[config.mk]
export PLATFORM = sky130hd
export DESIGN_NAME = ctech_dsync_filter
export DESIGN_NICKNAME = d
export VERILOG_FILES = /design/src/rtl/ctech_dsync_filter.sv
export SDC_FILE = /design/constraint.sdc
export NUM_CORES = 1
export LEC_CHECK = 0
export CORE_AREA = 2 2 39 41
export DETAILED_ROUTE_END_ITERATION = 8
export DIE_AREA = 0 0 41 43
export GPL_TIMING_DRIVEN = 0
export HOLD_SLACK_MARGIN = 0.12
export SLEW_MARGIN = 20
export SYNTH_ARGS = -nofsm -noshare
export SYNTH_HDL_FRONTEND = slang
export SYNTH_SLANG_ARGS = --single-unit
[constraint.sdc]
create_clock -name out_clk -period 1.4 [get_ports out_clk]
set_clock_uncertainty 0.2 [all_clocks]
set_input_delay 0.35 -clock out_clk [delete_from_list [all_inputs] [get_ports out_clk]]
set_output_delay 0.35 -clock out_clk [all_outputs]
set_load 0.1 [all_outputs]
[src/rtl/ctech_dsync_filter.sv]
// ctech_dsync_filter: per-bit multi-flop synchroniser followed by a stability
// filter, registered edge pulses and sticky glitch flags. Bits are independent.
`timescale 1ns/1ps

module ctech_dsync_filter #(
  parameter int unsigned     WB       = 1,
  parameter int unsigned     STAGES   = 3,
  parameter int unsigned     FILT_CNT = 1,
  parameter logic [WB-1:0]   RST_VAL  = {WB{1'b0}}
) (
  input  logic          out_clk,
  input  logic          out_rst_n,
  input  logic [WB-1:0] in_data,
  input  logic [WB-1:0] glitch_clr,
  output logic [WB-1:0] out_data,
  output logic [WB-1:0] out_rise,
  output logic [WB-1:0] out_fall,
  output logic [WB-1:0] out_glitch
);

  localparam int unsigned   CW      = (FILT_CNT > 1) ? $clog2(FILT_CNT) : 1;
  localparam logic [CW-1:0] CNT_MAX = CW'(FILT_CNT - 1);

  // sync_q[0] is the timing-exception anchor; nothing sits between chain flops
  logic [STAGES-1:0][WB-1:0] sync_q;
  logic [WB-1:0]             q_vec;

  logic [WB-1:0][CW-1:0]     cnt_q;
  logic [WB-1:0][CW-1:0]     cnt_d;
  logic [WB-1:0]             data_d;
  logic [WB-1:0]             rise_d;
  logic [WB-1:0]             fall_d;
  logic [WB-1:0]             glitch_d;

  assign q_vec = sync_q[STAGES-1];

  // Synchroniser chain: pure shift register per bit
  always_ff @(posedge out_clk or negedge out_rst_n) begin
    if (!out_rst_n) begin
      sync_q <= {STAGES{RST_VAL}};
    end else begin
      sync_q <= {sync_q[STAGES-2:0], in_data};
    end
  end

  // Filter next-state: reset count on match, accept at terminal count, else count
  always_comb begin
    data_d   = out_data;
    cnt_d    = cnt_q;
    rise_d   = '0;
    fall_d   = '0;
    glitch_d = out_glitch & ~glitch_clr;
    for (int b = 0; b < int'(WB); b++) begin
      if (q_vec[b] == out_data[b]) begin
        cnt_d[b] = '0;
        // a non-zero count here means a pending change was abandoned
        if (cnt_q[b] != '0) begin
          glitch_d[b] = 1'b1;
        end
      end else if (cnt_q[b] == CNT_MAX) begin
        data_d[b] = q_vec[b];
        cnt_d[b]  = '0;
        rise_d[b] = q_vec[b];
        fall_d[b] = ~q_vec[b];
      end else begin
        cnt_d[b] = cnt_q[b] + CW'(1);
      end
    end
  end

  // Filter state and registered outputs
  always_ff @(posedge out_clk or negedge out_rst_n) begin
    if (!out_rst_n) begin
      cnt_q      <= '0;
      out_data   <= RST_VAL;
      out_rise   <= '0;
      out_fall   <= '0;
      out_glitch <= '0;
    end else begin
      cnt_q      <= cnt_d;
      out_data   <= data_d;
      out_rise   <= rise_d;
      out_fall   <= fall_d;
      out_glitch <= glitch_d;
    end
  end

endmodule
---- Yosys cells after proc, flatten, opt, wreduce, memory -nomap -nowiden ----
Index checks and enable logic that the tools add are counted.
storage, ports and cells
  register bits ........................... 8
  bits of input ports ..................... 4
  output and inout port bits .............. 4
  logic and storage cells ................. 24
cells by class
  add/sub/neg operators ................... 1
  equal/unequal tests ..................... 1
  multiplexer cells ....................... 8
  bitwise operators ....................... 5
  reductions and logical operators ........ 1
operators with widths
  operator                             count
  1-bit two-way mux                    8
  1-bit inverter                       4
  2-bit AND reduction                  1
  1-bit adder (second input constant)  1
  1-bit AND                            1
  1-bit equality test                  1

---- Depth between registers and ports, before layout ----
  depth in word-level cells ............... 4
  mapped depth ............................ 3
  gate-level depth less buffers ........... 3

---- Least setup slack after synthesis ----
OpenSTA, ideal clock, no wires.
  path type ............................... flip-flop to flip-flop
  start point ............................. reg out_data
  end point ............................... reg out_data
  setup time .............................. 0.126 ns
  arrival time ............................ 1.650 ns
  data required time ...................... 1.074 ns
  setup slack ............................. -0.576 ns
  stages on the path, launching flop included .. 4
  path buffers ............................ 0
  period minus slack after synthesis ...... 1.976 ns
  cells stage by stage .................... dfrtp_1 inv_1 ha_1 mux2_4
between the ends
  word-level cells in the longest chain between the ends .. 3
RTL lines
  item                           RTL line  RTL
  start, declared                15        output logic [WB-1:0] out_data,
  start signal, assigned         81        out_data <= data_d;
  1-bit equality test            54        if (q_vec[b] == out_data[b]) begin
  1-bit inverter (no line)       -
  2-bit AND reduction (no line)  -
Every way passes these cells.
A chain may end at the register's enable or synchronous reset.

---- Worst setup path after layout ----
  start point ............................. reg out_data
  end point ............................... out out_data
No word-level cell between the ends.

==> results.sh <==
export IMPL_arrival_ns=0.92
export IMPL_cts_sinks=7
export IMPL_cts_max_level=1
export IMPL_start_util_pct=16.55
export IMPL_crit_buf_inv=1
export IMPL_tritoncts="yes"
export IMPL_grt_remaining_overflow=0
export IMPL_finalPower_mw=0.9259
export IMPL_rsz0062_at_grt="yes"
export IMPL_dp_hpwl_um=276.9
export IMPL_synth_seq_area_share_pct=76.50
export IMPL_finalSetupViolCount=1
export IMPL_place_inst=36
export IMPL_globalRouteTotalUtil_pct=6.890
export IMPL_r2r_slack_ns=0.04
export IMPL_hold_viol=0
export IMPL_drc=0
export IMPL_final_nets=32
export IMPL_required_ns=0.85
export IMPL_r2r_end="out_data"
export IMPL_fin_area_um2=404.1
export IMPL_whs_ns=0.1516
export IMPL_syn_inst=13
export IMPL_pwr_density_cell_mw_per_mm2=2291
export IMPL_fmax_mhz=681.0
export IMPL_run_status="complete, but fails checks"
export IMPL_path_cells="buf_12"
export IMPL_avgViaCountPerCell=3.317
export IMPL_routed_wl_um=367
export IMPL_diodes=0
export IMPL_die_y_um=43
export IMPL_grt_pass1_wl_um=683
export IMPL_syn_cell_area_um2=229.0
export IMPL_setup_ws_ns=-0.06840
export IMPL_rows=14
export IMPL_cts_buffer_depth=2
export IMPL_ir_drop_mv=0.6398
export IMPL_numPortBuffers=7
export IMPL_ys_seq_elements=7
export IMPL_rr_worst_depth=3
export IMPL_critPathTopFamily="flip-flops"
export IMPL_cts_inserted_buffers=3
export IMPL_drt_iter0_markers=2
export IMPL_place_gp_congestion=0.5561
export IMPL_end_kind="primary output"
export IMPL_path_clk_slew_ns=0.05
export IMPL_vias=136
export IMPL_synth_fp_nets=19
export IMPL_synth_warnings=0
export IMPL_crit_type="flip-flop to primary output"
export IMPL_r2r_start="out_data"
export IMPL_pin_count=8
export IMPL_drt_antenna_violating_nets=0
export IMPL_tightest_slew_ns=0.3022
export IMPL_violations="negative setup slack"
export IMPL_grt_pass1_vias=160
export IMPL_cts_hold_buffers=0
export IMPL_wl_per_cell_um=8.951
export IMPL_fin_util_pct=29.20
export IMPL_worstSkewPairLatency_ns=0.24
export IMPL_worst_path_max_fanout=3
export IMPL_p_leak_nw=0.1807
export IMPL_crit_path_start_kind="flip-flop"
export IMPL_pre_cts_slack_ns=-0.7010
export IMPL_dr_pass1_iters=2
export IMPL_setup_tns_ns=-0.06840
export IMPL_hold_class="flip-flop to flip-flop"
export IMPL_grt_start_max_net_pins=8
export IMPL_cap_violations=0
export IMPL_slowest_delay_ns=0.50
export IMPL_min_period_ns=1.468
export IMPL_period_share_pct=104.9
export IMPL_cp_depth=1
export IMPL_clockRootBuffer="clkbuf_4"
export IMPL_synth_area_per_cell_um2=17.61
export IMPL_placed_area_um2=326.6
export IMPL_critPathSlowestCell="dfrtp_4"
export IMPL_grt_antenna_before_repair=0
export IMPL_mostFrequentLayoutCells="clkbuf_4 (3), clkdlybuf4s50_1 (3), dfrtp_2 (3), buf_12 (3), dfrtp_1 (3)"
export IMPL_synthDistinctLibCells=5
export IMPL_endpoint="out_data"
export IMPL_final_cells=41
export IMPL_coreArea_mm2=0.001384
export IMPL_drive_gt1_share_pct=60.00
export IMPL_dieArea_mm2=0.001763
export IMPL_die_w_um=41
export IMPL_finalMaxSlewViolations=0
export IMPL_syn_to_final_growth_pct=76.50
export IMPL_worstSetupStartpoint="out_data"
export IMPL_slew_headroom_pct=79.79
[worst register-to-register path: cells and delay by family, from the launching register on]
kind	cells	cell delay (ns)
flip-flops	1	0.50
adder cells (fa/ha/maj)	1	0.19
buffers and inverters	1	0.07
multiplexers	1	0.29
[layer usage]
layer	share of wire (%)	GRT usage, %	vias up
met2	49	8.438	8
li1	-	-	63
met4	1.4	8.000	0
met5	0	0	-
met1	36	5.298	63
met3	13	6.806	2
[sequential cells by signal, indices dropped and copies added (netlist names)]
signal / cells
q_vec: 1
out_fall: 1
out_glitch: 1
sync_q: 2
out_data: 1
out_rise: 1
[Yosys cell counts]
cell     number  share of area, %
nor2b_1       1               2.7
inv_1         2               3.3
dfrtp_1       7                77
ha_1          2                11
mux2_4        1               6.6
[area by class of cell]
type | instances | area (um2)
Clock buffer | 4 | 26.28
Multi-Input combinational cell | 4 | 58.81
Tap cell | 16 | 20.02
Fill cell | 139 | 979.7
Sequential cell | 7 | 182.7
Inverter | 2 | 7.507
Timing Repair Buffer | 8 | 108.9
[kinds of logic after synthesis]
kind of cell / count (synthesis) / synth area share, %
flops: 7 / 76.50
mux: 1 / 6.555
fa+ha+maj: 2 / 10.93
buf+inv: 2 / 3.280
simple gates: 1 / 2.734
[worst min path at each step]
stage,startpoint,endpoint,slack (ns),depth (start not counted)
6_report,sync_q[1],q_vec,0.15,0
5_1_grt,out_rst_n,q_vec,0.16,1
4_1_cts,sync_q[1],q_vec,0.15,0
3_5_place_dp,sync_q[0],sync_q[1],0.14,0
3_3_place_gp,sync_q[1],q_vec,0.14,0
2_1_floorplan,out_rst_n,out_fall,-0.15,0
[repair_timing]
action | in CTS | in global routing
gates resized for setup | 30 | 5
setup buffers | 1 | 0
setup endpoints to repair | 4 | 4
pin swaps | 0 | 0
endpoints found under the hold margin | 0 | 0
[where the power goes]
group | total, mW | switching, mW | internal (mW) | leakage (nW)
clock network | 0.174 | 0.0661 | 0.108 | 0.0150
registers | 0.288 | 0.0367 | 0.251 | 0.0811
logic | 0.464 | 0.285 | 0.179 | 0.0846
(Power assumes the default switching activity.)
